### config.mk
export PLATFORM = sky130hd
export DESIGN_NAME = mul_seq_ctrl
export DESIGN_NICKNAME = d
export VERILOG_FILES = /design/src/rtl/mul_seq_ctrl_pkg.sv /design/src/rtl/mul_seq_ctrl.sv
export SDC_FILE = /design/constraint.sdc
export NUM_CORES = 1
export LEC_CHECK = 0
export BUFFER_PORTS_ARGS = -buffer_cell sky130_fd_sc_hd__clkbuf_2
export CAP_MARGIN = 5
export CORE_MARGIN = 2
export CORE_UTILIZATION = 40
export CTS_CLUSTER_SIZE = 8
export DETAILED_ROUTE_END_ITERATION = 16
export PLACE_DENSITY = 0.68
export REMOVE_ABC_BUFFERS = 1
export SLEW_MARGIN = 30
export SYNTH_ARGS = -nofsm -noshare
export SYNTH_HDL_FRONTEND = slang
export SYNTH_SLANG_ARGS = --single-unit
### constraint.sdc
create_clock -name clk -period 3.2 [get_ports clk]
set_clock_uncertainty 0.05 [all_clocks]
set_input_delay 0.48 -clock clk [delete_from_list [all_inputs] [get_ports clk]]
set_output_delay 0.48 -clock clk [all_outputs]
set_load 0.005 [all_outputs]
### src/rtl/mul_seq_ctrl_pkg.sv
// Shared EX-stage definitions: ALU opcodes and the multiply sequencer state
// encoding. The ALU, ALU control and EX arbiter import the same constants.
package mul_seq_ctrl_pkg;

   localparam logic [3:0] ALU_AND = 4'b0000;
   localparam logic [3:0] ALU_OR  = 4'b0001;
   localparam logic [3:0] ALU_ADD = 4'b0010;
   localparam logic [3:0] ALU_SUB = 4'b0110;
   localparam logic [3:0] ALU_GT  = 4'b0111;
   localparam logic [3:0] ALU_NOR = 4'b1100;

   // Value of the iteration counter on the last of the 32 iterations.
   localparam logic [5:0] MUL_LAST_CNT = 6'd31;

   typedef enum logic [1:0] {
      ST_IDLE  = 2'b00,
      ST_ITER  = 2'b01,
      ST_CARRY = 2'b10,
      ST_DONE  = 2'b11
   } mul_state_t;

   // The sequencer reports busy while it is iterating or resolving a carry.
   function automatic logic is_busy_state(input mul_state_t s);
      return (s == ST_ITER) || (s == ST_CARRY);
   endfunction

endpackage

### src/rtl/mul_seq_ctrl.sv
// Unsigned shift-add multiplier that borrows the EX-stage ALU through a
// req/gnt handshake. An add takes two ALU cycles: ADD forms the partial sum,
// then a GT compare (hi > sum) recovers the carry-out, so no local adder is
// needed. A refused grant freezes every register for that cycle.
module mul_seq_ctrl
   import mul_seq_ctrl_pkg::*;
#(
   parameter int WIDTH = 32
) (
   input  logic             clk,
   input  logic             reset,
   input  logic             start,
   input  logic [WIDTH-1:0] multiplicand,
   input  logic [WIDTH-1:0] multiplier,
   output logic             busy,
   output logic             done,
   output logic [WIDTH-1:0] hi,
   output logic [WIDTH-1:0] lo,
   output logic             alu_req,
   input  logic             alu_gnt,
   output logic [3:0]       alu_op,
   output logic [WIDTH-1:0] alu_a,
   output logic [WIDTH-1:0] alu_b,
   input  logic [WIDTH-1:0] alu_out
);

   mul_state_t       state_r, next_state_s;
   logic [WIDTH-1:0] mcand_r, mcand_next_s;
   logic [WIDTH-1:0] tmp_r,   tmp_next_s;
   logic [WIDTH-1:0] hi_r,    hi_next_s;
   logic [WIDTH-1:0] lo_r,    lo_next_s;
   logic [5:0]       cnt_r,   cnt_next_s;
   logic             busy_r;
   logic             done_r;

   // Next-state, datapath updates and ALU request decode.
   always_comb begin
      next_state_s = state_r;
      mcand_next_s = mcand_r;
      tmp_next_s   = tmp_r;
      hi_next_s    = hi_r;
      lo_next_s    = lo_r;
      cnt_next_s   = cnt_r;
      alu_req      = 1'b0;
      alu_op       = ALU_AND;
      alu_a        = {WIDTH{1'b0}};
      alu_b        = {WIDTH{1'b0}};

      case (state_r)
         ST_IDLE: begin
            if (start) begin
               mcand_next_s = multiplicand;
               lo_next_s    = multiplier;
               hi_next_s    = {WIDTH{1'b0}};
               cnt_next_s   = 6'd0;
               next_state_s = ST_ITER;
            end else begin
               next_state_s = ST_IDLE;
            end
         end

         ST_ITER: begin
            if (lo_r[0] == 1'b0) begin
               // Zero multiplier bit: plain shift, the ALU is not needed.
               hi_next_s  = {1'b0, hi_r[WIDTH-1:1]};
               lo_next_s  = {hi_r[0], lo_r[WIDTH-1:1]};
               cnt_next_s = cnt_r + 6'd1;
               if (cnt_r == MUL_LAST_CNT) begin
                  next_state_s = ST_DONE;
               end else begin
                  next_state_s = ST_ITER;
               end
            end else begin
               alu_req = 1'b1;
               alu_op  = ALU_ADD;
               alu_a   = hi_r;
               alu_b   = mcand_r;
               if (alu_gnt) begin
                  tmp_next_s   = alu_out;
                  next_state_s = ST_CARRY;
               end else begin
                  next_state_s = ST_ITER;
               end
            end
         end

         ST_CARRY: begin
            // hi > sum (unsigned) exactly when the add wrapped.
            alu_req = 1'b1;
            alu_op  = ALU_GT;
            alu_a   = hi_r;
            alu_b   = tmp_r;
            if (alu_gnt) begin
               hi_next_s  = {alu_out[0], tmp_r[WIDTH-1:1]};
               lo_next_s  = {tmp_r[0], lo_r[WIDTH-1:1]};
               cnt_next_s = cnt_r + 6'd1;
               if (cnt_r == MUL_LAST_CNT) begin
                  next_state_s = ST_DONE;
               end else begin
                  next_state_s = ST_ITER;
               end
            end else begin
               next_state_s = ST_CARRY;
            end
         end

         ST_DONE: begin
            next_state_s = ST_IDLE;
         end

         default: begin
            next_state_s = ST_IDLE;
         end
      endcase
   end

   // State, datapath and status registers; reset aborts any multiply.
   always_ff @(posedge clk) begin
      if (reset) begin
         state_r <= ST_IDLE;
         mcand_r <= {WIDTH{1'b0}};
         tmp_r   <= {WIDTH{1'b0}};
         hi_r    <= {WIDTH{1'b0}};
         lo_r    <= {WIDTH{1'b0}};
         cnt_r   <= 6'd0;
         busy_r  <= 1'b0;
         done_r  <= 1'b0;
      end else begin
         state_r <= next_state_s;
         mcand_r <= mcand_next_s;
         tmp_r   <= tmp_next_s;
         hi_r    <= hi_next_s;
         lo_r    <= lo_next_s;
         cnt_r   <= cnt_next_s;
         busy_r  <= is_busy_state(next_state_s);
         done_r  <= (next_state_s == ST_DONE);
      end
   end

   assign busy = busy_r;
   assign done = done_r;
   assign hi   = hi_r;
   assign lo   = lo_r;

endmodule

==> qor.csv, run 1 <==
metric;value;unit
Comb power frac;0.106;
simple-gate area share of the yosys netlist;0.258;
max incr delay on CP;400;ps
Clock Sinks;138;
Netlist cell types;37;
IR drop worst, VDD;0.396;mV
Final Cell Area;7940;µm²
drt pass-1 iters;5;
Compound-Gate Fraction of Synth Area;0.205;
Die H;127;µm
# rows;44;
setup TNS;0;ps
CTS root buffer;clkbuf_16;
Syn Area/Cell;7.88;µm²
CP cell instances;inv_1 > ha_2 > and2_4 > buf_4 > nor2_1 > nor2_2 > buf_4 > and2_1 > clkbuf_2;
yosys warns;0;
Final GP Congestion;0.805;
Crit Path Max Fanout;35;
area grow syn2layout;32.3;%
Port-buffer cells;233;
minimum clock period;2910;ps
Worst slew margin;0.552;
initial antenna violation count;0;
fillers;1378;
final period utilization;0.910;
Post-synth EDFFs;0;
final WL;18600;µm
Critical Path AT;2380;ps
Setup-failing EPs final;0;
clk_lat worst skew;420;ps
PD cells;579;nW/µm²
maximum clock rate;0.344;GHz
Setup crit start kind;flop;
Tot GR Track Use;0.233;
largest family of logic cells by synthesized area;simple AND/OR/NAND/NOR gates;
Clock power frac;0.484;
CORE AREA;14600;µm²
hpwl dp;12200;µm
Max Slew Vio Count;0;
mapped cell area;6000;µm²
largest net degree at the start of global routing;72;
die area;16000;µm²
crit-path most repeated cell;buf_4;
clock tree buffer depth;2;
CTS tree;done;
kind of critical path;flop to output pin;
total internal power;0.00349;W
status;finished clean;
first-pass GRT wire length;29900;µm
Critical-path top delay cell;buf_4;
RSZ-0062 raised after global routing;no;
P_sw;0.00111;W
DP Area;7270;µm²
final core utilization;0.544;
vias per cell;5.39;
Adder-Cell Fraction of Synth Area;0.0167;
Mapped Cells;762;
measured slew at the worst slew-check pin;672;ps
Iteration-0 DRC Markers;477;
# Post-CTS Setup Buffers;0;
TritonCTS buffer count;17;
prevailing post-synth register cell;dfxtp_1;
Worst Setup End Kind;output pin;
Multi-input gate area;2930;µm²
# IOs;235;
DR DRC count;0;
diode count;0;
Synth top area share;0.460;
global route overflow;0;
FF+latch area;2760;µm²
fraction of layout cells with a size suffix above 1;0.299;
drt wl/cell;16.2;µm
via count;6204;
Fin. Hold Viols;0;
post-synthesis sequential area ratio;0.460;
most instantiated cells after synthesis;dfxtp_1, nand2_1, nor2_1;
type of the tightest min-delay check;primary input to flop;
LEAKAGE;3.40;nW
Sw Share;0.241;
area share of xor/xnor cells in the synthesized design;0.00292;
post-route ant nets;0;
leading area contributor after synthesis;dfxtp_1;
number of global-route vias before repair;5635;
mux contribution to synthesized area;0.00167;
Yosys reg bits;138;
dominant cells by area after synthesis;dfxtp_1, a221oi_1, nand2_1, nor2_1, a21oi_1;
Die X;127;µm
Max Cap Violations;0;
Clock Pin Slew Worst Setup and Hold Paths;60;ps
Reg power frac;0.410;
NumNets Final;1064;
Synth async-reset ratio;0;
Worst EP required;2670;ps
Initial Util;0.411;
H-Tree Level Count;4;
path summary, 6_finish.rpt:
check	startpoint	to	slack, ps	depth (start not counted)
worst max-delay path	state_r[1]	alu_a[2]	290	9
worst min-delay path	multiplicand[5]	mcand_r[5]	220	3
worst max register to register	state_r[1]	lo[1]	590	7
worst min register to register	mcand_r[19]	mcand_r[19]	400	2
per-layer routing:
metal,global-route usage,share of wire,routed length (µm),vias to the layer above
met5,0,0,0,-
met4,0.0718,0.016,291,0
met3,0.0540,0.058,1080,26
met2,0.366,0.47,8790,200
met1,0.320,0.45,8450,2921
li1,-,-,-,3057
power by group through the flow:
stage,combinational [W],sequential (W),clock (W)
2_1_floorplan,0.000262,0.00191,0
3_3_place_gp,0.000487,0.00192,0
3_5_place_dp,0.000490,0.00192,0
4_1_cts,0.000493,0.00188,0.00224
5_1_grt,0.000550,0.00190,0.00233
6_report,0.000488,0.00188,0.00222
timing repair:
action,in CTS,in global routing
endpoints found under the setup margin,0,24
hold buffers,0,0
gates resized for setup,0,1
through the flow:
step	std cells	worst slack (ps)	hold slack, ps	power, W
final	1152	289	219	0.00459
after global placement	1121	650	393	0.00241
after floorplan	686	-4400	380	0.00217
after global routing	1152	102	220	0.00478
after detailed placement	1121	598	396	0.00241
after CTS	1152	195	211	0.00462
cells by family (layout without fill, tap and decap cells):
group | Yosys count | count (layout)
AO/OA/AOI/OAI | 179 | 179
XOR/XNOR | 2 | 2
adder cells (fa/ha/maj) | 8 | 8
buffers and inverters | 79 | 285
flip-flops | 138 | 138
multiplexers | 1 | 1
other | 1 | 1
AND/OR/NAND/NOR | 354 | 354
layout by cell type, fill, tap and decap left out, types with 2 or more instances in the layout:
cell        Yosys  final
clkbuf_16       0     17
bufinv_16       0      6
a221oi_1       61     61
xnor2_1         2      2
o21ai_0         6      6
ha_2            0      2
inv_1           3      2
and2_1         33     33
o31ai_1         2      2
dfxtp_1       138    138
nand2_1       138    138
nand2b_1        3      3
nand3_1         4      4
a21oi_1        71     71
buf_12          0      3
clkbuf_2        1    232
nor2_1         98     97
ha_1            8      6
clkinvlp_4      0      2
or3_1           2      2
buf_4           3     15
clkinv_2        0      4
a22oi_1        33     33
nor3_1         62     62
nor2b_1         6      6
sequential cells by signal, indices dropped and copies added (netlist names):
name     flops
busy         1
cnt_r        6
done         1
hi          32
lo          32
mcand_r     32
state_r      2
tmp_r       32
worst max-delay path: cells and delay by family, from the launching register on:
| kind | cells | cell delay [ps] |
|---|---|---|
| buffers and inverters | 4 | 850 |
| AND/OR/NAND/NOR | 4 | 570 |
| flip-flops | 1 | 350 |
| adder cells (fa/ha/maj) | 1 | 180 |
layout make-up:
type | count | area share
well taps | 184 | 0.0290
multi-input cells | 545 | 0.369
flip-flops and latches | 138 | 0.348
repair buffers | 251 | 0.169
inverters | 3 | 0.00142
clock buffers | 18 | 0.0553
clock inverters | 13 | 0.0282
(Power assumes the default switching activity.)
==> inputs of run 2 (changes only) <==
==> constraint.sdc (replaced) <==
create_clock -name clk -period 2.95 [get_ports clk]
set_clock_uncertainty 0.05 [all_clocks]
set_input_delay 0.4425 -clock clk [delete_from_list [all_inputs] [get_ports clk]]
set_output_delay 0.4425 -clock clk [all_outputs]
set_load 0.005 [all_outputs]
==> qor.csv, run 2 (synthesized netlist as in run 1, its figures left out) <==
metric;value;unit;change
measured slew at the worst slew-check pin;749;ps;was 672 ps
fraction of layout cells with a size suffix above 1;0.302;;was 0.299
global route overflow;0;;unchanged
WL met1;8450;µm;about the same
worst path bufs/invs;4;;unchanged
Critical Path AT;2250;ps;was 2380 ps
P_sw;0.00121;W;was 0.00111 W
total internal power;0.00381;W;was 0.00349 W
Clock Pin Slew Worst Setup and Hold Paths;60;ps;about the same
met3 WL;1330;µm;was 1080 µm
worst hold stages;3;;unchanged
Tot GR Track Use;0.234;;was 0.233
# IOs;235;;unchanged
Top Layer Used;met4;;unchanged
stages on the worst setup path;9;;unchanged
Port-buffer cells;233;;unchanged
most frequent cells in the layout;clkbuf_2, nand2_1, dfxtp_1, nor2_1, a21oi_1;;unchanged
dpl cells;1125;;was 1121
final std cells w/o fill;1157;;was 1152
Iteration-0 DRC Markers;416;;was 477
Fin. Hold Viols;0;;unchanged
Setup-failing EPs final;0;;unchanged
LEAKAGE;3.42;nW;was 3.40 nW
Worst R2R Setup Slack;230;ps;was 590 ps
diode count;0;;unchanged
type of the tightest min-delay check;primary input to flop;;unchanged
Critical-path top delay cell;dfxtp_1;;was buf_4
largest net degree at the start of global routing;72;;unchanged
final core utilization;0.546;;was 0.544
PD cells;630;nW/µm²;was 579 nW/µm²
total power;0.00502;W;was 0.00459 W
# Post-CTS Setup Buffers;0;;unchanged
drt wl/cell;16.6;µm;was 16.2 µm
Max Slew Vio Count;0;;unchanged
Comb power frac;0.107;;was 0.106
post-route ant nets;0;;unchanged
Crit Path Max Fanout;26;;was 35
DR DRC count;0;;unchanged
Initial Util;0.411;;unchanged
max incr delay on CP;340;ps;was 400 ps
TritonCTS buffer count;17;;unchanged
CTS tree;done;;unchanged
Worst Setup End Kind;output pin;;unchanged
kind of critical path;flop to output pin;;unchanged
Clock Sinks;138;;unchanged
DR WL met2;9060;µm;was 8790 µm
NumNets Final;1068;;was 1064
Sw Share;0.241;;about the same
final period utilization;0.931;;
setup TNS;0;ps;unchanged
status;finished clean;;unchanged
vias per cell;5.40;;was 5.39
area grow syn2layout;32.7;%;was 32.3%
number of global-route vias before repair;5624;;was 5635
Setup crit start kind;flop;;unchanged
IR drop worst, VDD;0.394;mV;was 0.396 mV
Worst R2R Start;state_r[1];;unchanged
most common cell after layout, fill and taps aside;clkbuf_2;;unchanged
Clock power frac;0.486;;was 0.484
hpwl dp;12600;µm;was 12200 µm
die area;16000;µm²;unchanged
Worst EP required;2460;ps;was 2670 ps
final WL;19200;µm;was 18600 µm
reg-to-reg endpoint;lo[29];;was lo[1]
Die H;127;µm;unchanged
first-pass GRT wire length;30000;µm;was 29900 µm
clock tree buffer depth;2;;unchanged
H-Tree Level Count;4;;unchanged
Worst slew margin;0.499;;was 0.552
maximum clock rate;0.364;GHz;
initial antenna violation count;0;;unchanged
CTS root buffer;clkbuf_16;;unchanged
minimum clock period;2750;ps;
CP cell instances;inv_1 > ha_2 > and2_4 > buf_12 > nor2_1 > nor2_2 > buf_4 > and2_1 > clkbuf_2;;was inv_1 > ha_2 > and2_4 > buf_4 > nor2_1 > nor2_2 > buf_4 > and2_1 > clkbuf_2
Max Cap Violations;0;;unchanged
via count;6249;;was 6204
crit path launch;state_r[1];;unchanged
Final GP Congestion;0.823;;was 0.805
Die X;127;µm;unchanged
CP Capture Point;alu_a[2];;unchanged
RSZ-0062 raised after global routing;no;;unchanged
# rows;44;;unchanged
Worst R2R Path Depth;7;;unchanged
CORE AREA;14600;µm²;unchanged
clk_lat worst skew;420;ps;about the same
Reg power frac;0.408;;was 0.410
drt pass-1 iters;5;;unchanged
Top Family by Delay on Critical Path;buffers and inverters;;unchanged
==> run 2: changes by cell type in the layout (fill, tap and decap cells not counted), sizes merged <==
cell      previous run  this run
clkbuf             250       251
clkinvlp             2         1
buf                 19        23
clkinv               5         6
==> run 2: routing by layer <==
metal / vias to the layer above / global-route usage
li1: 3056 / -
met1: 2927 / 0.314
met2: 240 / 0.372
met3: 26 / 0.0569
met4: 0 / 0.0763
met5: - / 0
==> run 2: what timing repair did <==
item	CTS	global route
endpoints found under the setup margin	23	37
hold buffers	0	0
gates resized for setup	1	8
cloned	0	0
pin swaps	0	0
==> run 2: final cells by class <==
cell class                 instances  area [µm²]
fill                            1362        6620
sequential                       138        2760
multi-input combinational        545        2930
tap                              184         230
inverter                           3        13.8
clock inverter                    13         221
clock buffer                      19         453
timing repair buffer             255        1360
==> run 2: per-stage QoR <==
stage               instance area, µm²  hold slack [ps]  setup WS [ps]
floorplan                         5690              380          -4650
global placement                  7270              392            349
detailed placement                7270              397            273
CTS                               7940              181           11.7
global route                      7970              183           30.5
finish                            7970              192            203
==> run 2: worst reg2reg max path: stages (launching register included) <==
cell,delay [ps]
dfxtp_1,380
inv_1,100
ha_2,180
and2_4,220
or4_2,900
buf_4,350
a221oi_1,300
nor3_1,90
==> run 2: how the worst min path moves through the flow <==
stage / from / endpoint / slack, ps
2_1_floorplan: mcand_r[0] / mcand_r[0] / 380
3_3_place_gp: mcand_r[0] / mcand_r[0] / 390
4_1_cts: alu_out[17] / tmp_r[17] / 180
5_1_grt: alu_out[7] / tmp_r[7] / 180
6_report: multiplicand[11] / mcand_r[11] / 190
3_5_place_dp: mcand_r[9] / mcand_r[9] / 400
==> run 2: power by group through the flow <==
| stage | registers [W] | clock network [W] | logic (W) |
|---|---|---|---|
| 3_3_place_gp | 0.00209 | 0 | 0.000523 |
| 6_report | 0.00205 | 0.00244 | 0.000535 |
| 2_1_floorplan | 0.00207 | 0 | 0.000284 |
| 3_5_place_dp | 0.00209 | 0 | 0.000531 |
| 4_1_cts | 0.00205 | 0.00247 | 0.000536 |
| 5_1_grt | 0.00206 | 0.00257 | 0.000596 |
